--- config.mk ---
export PLATFORM = sky130hd
export DESIGN_NAME = sig_fifo
export DESIGN_NICKNAME = d
export VERILOG_FILES = /design/src/rtl/test_ctrl_pkg.sv /design/src/rtl/test_ctrl_monitor_sig_fifo.sv
export SDC_FILE = /design/constraint.sdc
export NUM_CORES = 1
export LEC_CHECK = 0
export BUFFER_PORTS_ARGS = -buffer_cell sky130_fd_sc_hd__buf_2
export CORE_ASPECT_RATIO = 0.7
export CORE_MARGIN = 10
export CORE_UTILIZATION = 50
export CTS_CLUSTER_SIZE = 20
export DETAILED_ROUTE_END_ITERATION = 8
export PLACE_DENSITY = 0.67
export SLEW_MARGIN = 20
export SYNTH_ARGS = -nofsm -noshare
export SYNTH_HDL_FRONTEND = slang
export SYNTH_SLANG_ARGS = --single-unit
--- constraint.sdc ---
create_clock -name clk -period 4.6 [get_ports clk]
set_input_delay 0.46 -clock clk [delete_from_list [all_inputs] [get_ports clk]]
set_output_delay 0.46 -clock clk [all_outputs]
set_load 0.03 [all_outputs]
--- src/rtl/test_ctrl_pkg.sv ---
// Shared types and default constants for the test control monitor.
package test_ctrl_pkg;

  typedef enum logic [1:0] {
    RUN   = 2'd0,
    DRAIN = 2'd1,
    DONE  = 2'd2
  } state_e;

  localparam logic [31:0] SIG_ADDR_DEF  = 32'h001F_FE68;
  localparam logic [31:0] HALT_ADDR_DEF = 32'h001F_FE6C;
  localparam int unsigned PASS_CODE     = 1;

endpackage

--- src/rtl/test_ctrl_monitor_sig_fifo.sv ---
// Synchronous signature FIFO; a push into a full FIFO is accepted only when a pop
// frees the slot in the same cycle.
module sig_fifo
  import test_ctrl_pkg::*;
#(
  parameter int DATA_W     = 32,
  parameter int FIFO_DEPTH = 16
) (
  input  logic              clk,
  input  logic              rst_n,
  input  logic              push_i,
  input  logic [DATA_W-1:0] data_i,
  input  logic              pop_i,
  output logic [DATA_W-1:0] data_o,
  output logic              full_o,
  output logic              empty_o
);

  localparam int AW = $clog2(FIFO_DEPTH);
  localparam logic [AW:0] PTR_ONE = {{AW{1'b0}}, 1'b1};

  logic [DATA_W-1:0] mem_q [FIFO_DEPTH];
  logic [AW:0]       wptr_q, wptr_d;
  logic [AW:0]       rptr_q, rptr_d;
  logic              do_push, do_pop;

  // Pointers carry a wrap bit: same index with differing wrap bits means full.
  assign empty_o = (wptr_q == rptr_q);
  assign full_o  = (wptr_q[AW] != rptr_q[AW]) && (wptr_q[AW-1:0] == rptr_q[AW-1:0]);

  assign do_pop  = pop_i && !empty_o;
  assign do_push = push_i && (!full_o || do_pop);

  always_comb begin
    wptr_d = wptr_q;
    rptr_d = rptr_q;
    if (do_push) wptr_d = wptr_q + PTR_ONE;
    if (do_pop)  rptr_d = rptr_q + PTR_ONE;
  end

  always_ff @(posedge clk or negedge rst_n) begin
    if (!rst_n) begin
      wptr_q <= '0;
      rptr_q <= '0;
    end else begin
      wptr_q <= wptr_d;
      rptr_q <= rptr_d;
    end
  end

  always_ff @(posedge clk) begin
    if (do_push) mem_q[wptr_q[AW-1:0]] <= data_i;
  end

  // Storage is not reset, so the head is forced to zero while empty.
  assign data_o = empty_o ? '0 : mem_q[rptr_q[AW-1:0]];

endmodule

==> impl_metrics.ini, run 1 <==
[status]
status = finished clean

[final_layout]
num-fill-cells = 2915
register_area_sq_mm = 0.0156
nets = 991
drive_above_1_share = 0.309
antennaDiodeCount = 0
multi_input_area_sq_mm = 0.00403
fin_util = 0.564
area_growth_pct = 12.0
fin_area_sq_mm = 0.0223

[critical_path]
worst-path-max-fanout = 77
cpPeakStageDelay_ns = 0.76
worstSetupPathType = flop to output port
start_kind = flop
cp_slowest_cell = dfrtp_4
crit_buf_inv = 2
regToRegSetupSlack_ns = 1.44
worstRegToRegCells = 5
rr_endpoint = mem_q[13][17]
path_cells = buf_12 > mux4_2 > a22oi_1 > a21oi_1 > buf_2
timing.rr.start = rptr_q[0]
arrival_ns = 3.15
end_kind = output port
cp_data_required_time_ns = 4.14
path_delay_family = flip-flops

[yosys]
synth_most_common_cell = edfxtp_1
synth_top_family_by_area = multiplexers
ys_seq_elements = 522
syn_avg_cell_area_sq_um = 23.2
synthDistinctLibCells = 28
synth-edff-count = 512
synth-compound-area-share = 0.0345
ys_seq_area_frac = 0.785
yosysWarnings = 0
synth.cell_area_sq_mm = 0.0199
synth_top_cell_by_area = edfxtp_1
synth-main-ff-cell = edfxtp_1
synthXorXnorAreaFrac = 0.00572
synth_common_cells = edfxtp_1 (512), mux4_2 (128), a22oi_1 (64), a21oi_1 (32), clkbuf_1 (21)
netlist.area_leader.share = 0.773
synth-simple-area-share = 0.0102
synth_area_leaders = edfxtp_1 (77%), mux4_2 (14%), a22oi_1 (2.4%)
syn_inst = 859
synthArstFlopShare = 0.0192
synth.area.mux_share = 0.145
synth-adder-area-share = 0.00314
syn_nets = 900

[timing]
tns_ns = 0
post-route-min-period_ns = 3.61
setup_viol = 0
skew_ns = 0.00978
final_max_slew_viol_count = 0
max_slew.worst_pin.slew_ns = 1.09
hold_ws_ns = 0.279
hold_viol = 0
slew_headroom = 0.274
rsz0062_at_grt = no
fmax_ghz = 0.277
fin_crit_sh = 0.786

[pwr]
vdd_ir_drop_max_mv = 0.495
p_leak_nw = 7.05
cellPowerDensity_mw_per_mm2 = 637

[global_route]
grtUsageTotal = 0.175
grt_start_max_net_pins = 132
grt_overflow_total = 0
antenna_found_initial = 3
grt_pass1_wl_um = 62900
grt_pass1_vias = 9185

[detailed_routing]
routedWlPerCell_um = 28.1
drt_iter0_drc = 1080
vias = 9181
vias_per_cell = 6.05
first_pass_iters = 5
wirelength_um = 42600
ant_nets = 0
drc = 0

[floorplan]
die_area_sq_mm = 0.0483
io-pin-count = 70
start_util = 0.503
core_area_sq_mm = 0.0395
rows = 61
fp.dieW_um = 258
die_h_um = 187

[placement]
io_buffers = 69
dp_hpwl_um = 22600
placed_cell_area_sq_mm = 0.0209
routabilityCongestion = 0.705

[hold_path]
hold_path_end = mem_q[8][15]
hold_start = data_i[15]
min_path_cells = 1
hp-class = input port to flop

[clock_tree]
cts_tree = yes
clockRootBuffer = clkbuf_16
post_cts_buffers = 0
cts_resized = 0
cts_max_path_buffers = 3
clock_latency_ns = 0.56
clock-sinks = 522
clk_pin_slew_worst_paths_ns = 0.06
numCtsBuffers = 47
htree_levels = 2

[run]
drv_cap = 0
-- stage by stage --
stage | total power, mW | std cells | setup WS [ns]
after floorplan | 9.37 | 859 | 0.782
after global placement | 10.7 | 1434 | 1.51
after detailed placement | 10.8 | 1434 | 1.48
after CTS | 14.3 | 1516 | 0.897
after global routing | 14.8 | 1517 | 0.743
final | 14.2 | 1517 | 0.986
-- per-layer routing --
layer	vias up	routed length, um	GRT usage
met1	4893	19100	0.259
met3	56	3220	0.0345
li1	3855	-	-
met4	4	546	0.0341
met5	-	25	0
met2	373	19700	0.269
-- power by group --
part	total (mW)	internal [mW]	switching, mW
Sequential	5.97	5.74	0.231
Combinational	4.63	1.80	2.83
Clock	3.59	1.99	1.60
Total	14.2	9.54	4.66
-- registers in the layout, indices dropped and copies added (netlist names) --
name / count
wptr_q: 5
rptr_q: 5
mem_q: 512
-- kinds of logic (layout without fill, tap and decap cells) --
logic type      Yosys count  after routing
xor+xnor                 13             13
simple gates             35             35
compound gates          100            100
fa+ha+maj                 5              5
buf+inv                  55            178
mux                     129            129
flops                   522            522
-- cell type report --
cell class | count | share of cell area
clock buffer | 66 | 0.0560
tap | 535 | 0.0300
timing repair buffer | 94 | 0.0257
inverter | 3 | 0.000505
multi-input combinational | 282 | 0.181
clock inverter | 15 | 0.00545
sequential | 522 | 0.701
-- worst max-delay path by stage --
| stage | start | depth (start not counted) | end | slack (ns) |
|---|---|---|---|---|
| finish | rptr_q[0] | 5 | data_o[18] | 0.99 |
| global route | rptr_q[0] | 5 | data_o[18] | 0.74 |
| global placement | rptr_q[0] | 5 | data_o[21] | 1.51 |
| detailed placement | rptr_q[0] | 5 | mem_q[13][24] | 1.48 |
| floorplan | wptr_q[2] | 5 | mem_q[11][0] | 0.78 |
| CTS | rptr_q[0] | 5 | data_o[18] | 0.90 |
-- worst reg2reg max path: stages, from the launching register on --
cell     delay, ns
dfrtp_4       0.76
xnor2_1       0.17
nand4_2       0.21
o31a_1        0.48
and3_2        0.81
buf_4         0.41
-- cell usage in the layout (no fill, tap or decap), drive strengths merged --
cell type / netlist / final
a21oi: 32 / 32
dfrtp: 10 / 10
nor2: 7 / 7
nor3b: 2 / 2
clkinv: 0 / 12
bufinv: 0 / 2
a22oi: 64 / 64
mux4: 128 / 128
and3: 12 / 12
dlygate4sd3: 0 / 1
o311ai: 1 / 1
nand3: 1 / 1
nor3: 1 / 1
nor2b: 5 / 5
ha: 5 / 5
o31a: 1 / 1
buf: 31 / 93
xnor2: 9 / 9
o21ai: 2 / 2
clkbuf: 21 / 66
mux2: 1 / 1
xor2: 4 / 4
edfxtp: 512 / 512
and2: 2 / 2
nand4: 2 / 2
nand2: 3 / 3
inv: 3 / 4
-- repair_timing --
action | in CTS | in global routing
endpoints found under the setup margin | 0 | 0
hold endpoints to repair | 10 | 0
hold buffers | 1 | 0
No activity file was read; power rests on OpenSTA's default activity.
==> run 2, diff against run 1 <==
--- a/config.mk
+++ b/config.mk
@@ -5,13 +5,14 @@
 export SDC_FILE = /design/constraint.sdc
 export NUM_CORES = 1
 export LEC_CHECK = 0
+export ABC_AREA = 1
 export BUFFER_PORTS_ARGS = -buffer_cell sky130_fd_sc_hd__buf_2
 export CORE_ASPECT_RATIO = 0.7
 export CORE_MARGIN = 10
 export CORE_UTILIZATION = 50
 export CTS_CLUSTER_SIZE = 20
 export DETAILED_ROUTE_END_ITERATION = 8
-export PLACE_DENSITY = 0.67
+export PLACE_DENSITY = 0.69
 export SLEW_MARGIN = 20
 export SYNTH_ARGS = -nofsm -noshare
 export SYNTH_HDL_FRONTEND = slang
==> constraint.sdc (replaced) <==
create_clock -name clk -period 3 [get_ports clk]
set_input_delay 0.3 -clock clk [delete_from_list [all_inputs] [get_ports clk]]
set_output_delay 0.3 -clock clk [all_outputs]
set_load 0.03 [all_outputs]
==> run 2 against run 1 <==
Effect of this change: first-iteration DRC count rose by 74%; non-clock buffer count rose by 34; die area rose by 14%; wire length rose by 36%; sequential power rose by 49%; critical path type unchanged; power rose by 81%; core utilization rose by 1.2 points; via count rose by 69%; design area rose by 17%; synthesized cell count rose to 2.6 times the previous value; clock skew rose by 0.015 ns; critical path depth rose by 3.
==> impl_metrics.ini, run 2 <==
[clock_tree]
clock-sinks = 522
numCtsBuffers = 50
clockRootBuffer = clkbuf_16
cts_max_path_buffers = 3
cts_tree = yes
clk_pin_slew_worst_paths_ns = 0.06
clock_latency_ns = 0.58
htree_levels = 2

[timing]
fin_crit_sh = 0.975
slew_headroom = 0.245
max_slew.worst_pin.slew_ns = 1.13
final_max_slew_viol_count = 0
post-route-min-period_ns = 2.92
tns_ns = 0
setup_ws_ns = 0.0758
skew_ns = 0.0249
fmax_ghz = 0.342
setup_viol = 0
hold_viol = 0

[detailed_routing]
routedWlPerCell_um = 19.6
drc = 0
ant_nets = 0
first_pass_iters = 6
vias = 15495
drt_iter0_drc = 1884
wirelength_um = 58100
vias_per_cell = 5.23

[critical_path]
path_cells = buf_16 > nand3_1 > nand2_1 > nand2_1 > nand2_1 > inv_1 > a21oi_1 > buf_2
worst-path-max-fanout = 131
cp_slowest_cell = buf_16
crit_buf_inv = 3
rr_endpoint = mem_q[1][28]
worstRegToRegCells = 9
path_depth = 8
path_common_cell = nand2_1
cpPeakStageDelay_ns = 0.49
path_delay_family = buffers and inverters
cp_data_required_time_ns = 2.70
arrival_ns = 2.62
regToRegSetupSlack_ns = 0.27
worstSetupPathType = flop to output port
start_kind = flop
timing.rr.start = rptr_q[1]
end_kind = output port

[hold_path]
hold_path_end = wptr_q[2]
hold_start = push_i
hp-class = input port to flop
min_path_cells = 3

[pwr]
vdd_ir_drop_max_mv = 0.676
cellPowerDensity_mw_per_mm2 = 987
p_leak_nw = 11.2
p_total_mw = 25.6

[yosys]
synth_area_leaders = edfxtp_1 (67%), nand2_1 (15%), inv_1 (5.9%)
ys_seq_area_frac = 0.682
synth.cell_area_sq_mm = 0.0229
yosysWarnings = 0
synth_common_cells = nand2_1 (919), edfxtp_1 (512), inv_1 (360), nand3_1 (264), buf_2 (57)
syn_nets = 2291
ys_seq_elements = 522
synth-main-ff-cell = edfxtp_1
syn_avg_cell_area_sq_um = 10.2
synth-edff-count = 512
synthDistinctLibCells = 21
syn_inst = 2250
synth_most_common_cell = nand2_1
synth_top_cell_by_area = edfxtp_1
synthArstFlopShare = 0.0192
netlist.area_leader.share = 0.671

[final_layout]
largest_reg_flops = 512
antennaDiodeCount = 0
drive_above_1_share = 0.100
stdcell_count = 2964
num-fill-cells = 3763
fin_area_sq_mm = 0.0260
final_cell_mix = nand2_1 (919), edfxtp_1 (512), inv_1 (359)
register_area_sq_mm = 0.0156
area_growth_pct = 13.5
layout_commonest_cell = nand2_1
nets = 2363
multi_input_area_sq_mm = 0.00533

[floorplan]
die_area_sq_mm = 0.0549
fp.dieW_um = 276
die_h_um = 199
core_area_sq_mm = 0.0451
start_util = 0.507
io-pin-count = 70
rows = 65

[placement]
post-place-ws_ns = 0.302
dp_cells = 2861
dp_hpwl_um = 29800
placed_cell_area_sq_mm = 0.0239
io_buffers = 69
routabilityCongestion = 0.865

[global_route]
antenna_found_initial = 0
grt_start_max_net_pins = 132
grt_overflow_total = 0
grt_pass1_wl_um = 86200
grt_pass1_vias = 14919
grtUsageTotal = 0.203

[run]
drv_cap = 0

[status]
status = finished clean
[run 2: cell families (layout without fill, tap and decap cells)]
kind of cell	count (synthesis)	after routing	share of synthesized area
and+or+nand+nor	1209	1209	0.214
DFF	522	522	0.682
buffers and inverters	474	585	0.0911
AOI/OAI and AO/OA	33	33	0.00721
xor gates and xnor gates	7	7	0.00268
adders and majority gates	5	5	0.00273
[run 2: worst max-delay path by stage]
stage               from           end  slack (ns)
2_1_floorplan  rptr_q[0]  mem_q[10][0]        0.11
3_3_place_gp   rptr_q[4]  mem_q[1][30]        0.37
3_5_place_dp   rptr_q[4]  mem_q[1][30]        0.30
4_1_cts        rptr_q[0]    data_o[29]       -0.02
5_1_grt        rptr_q[1]    data_o[25]       -0.01
6_report       rptr_q[1]    data_o[24]        0.08
[run 2: area by class of cell]
type | count | share of cell area
timing repair buffer | 128 | 0.0459
tap | 603 | 0.0290
clock inverter | 33 | 0.0157
multi-input combinational | 1254 | 0.205
clock buffer | 58 | 0.0493
sequential | 522 | 0.602
inverter | 366 | 0.0532
[run 2: layer usage]
metal | track usage | vias up | part of all wire
met1 | 0.288 | 7327 | 0.43
met5 | 0 | - | 0
met3 | 0.0432 | 97 | 0.10
met4 | 0.0524 | 0 | 0.022
li1 | - | 7325 | -
met2 | 0.314 | 746 | 0.45
[run 2: repair_timing]
| action | 4_1_cts | 5_1_grt |
|---|---|---|
| gates cloned | 2 | 7 |
| endpoints found under the hold margin | 10 | 0 |
| hold buffers | 1 | 0 |
| endpoints found under the setup margin | 18 | 25 |
| setup buffers | 0 | 1 |
| gates resized for setup | 9 | 18 |
[run 2: power by group]
group	switching, mW	internal (mW)
clock	2.75	3.84
sequential	0.222	8.68
combinational	7.15	3.01
[run 2: metrics by stage]
step	utilization	hold slack, ns
4_1_cts	0.570	0.0348
5_1_grt	0.576	0.0567
3_5_place_dp	0.530	0.184
6_report	0.576	0.0528
2_1_floorplan	-	0.00441
3_3_place_gp	0.530	0.178
[run 2: worst min-delay path, stage by stage]
cell,delay (ns)
buf_2,0.15
nand3_1,0.09
nand2_1,0.05
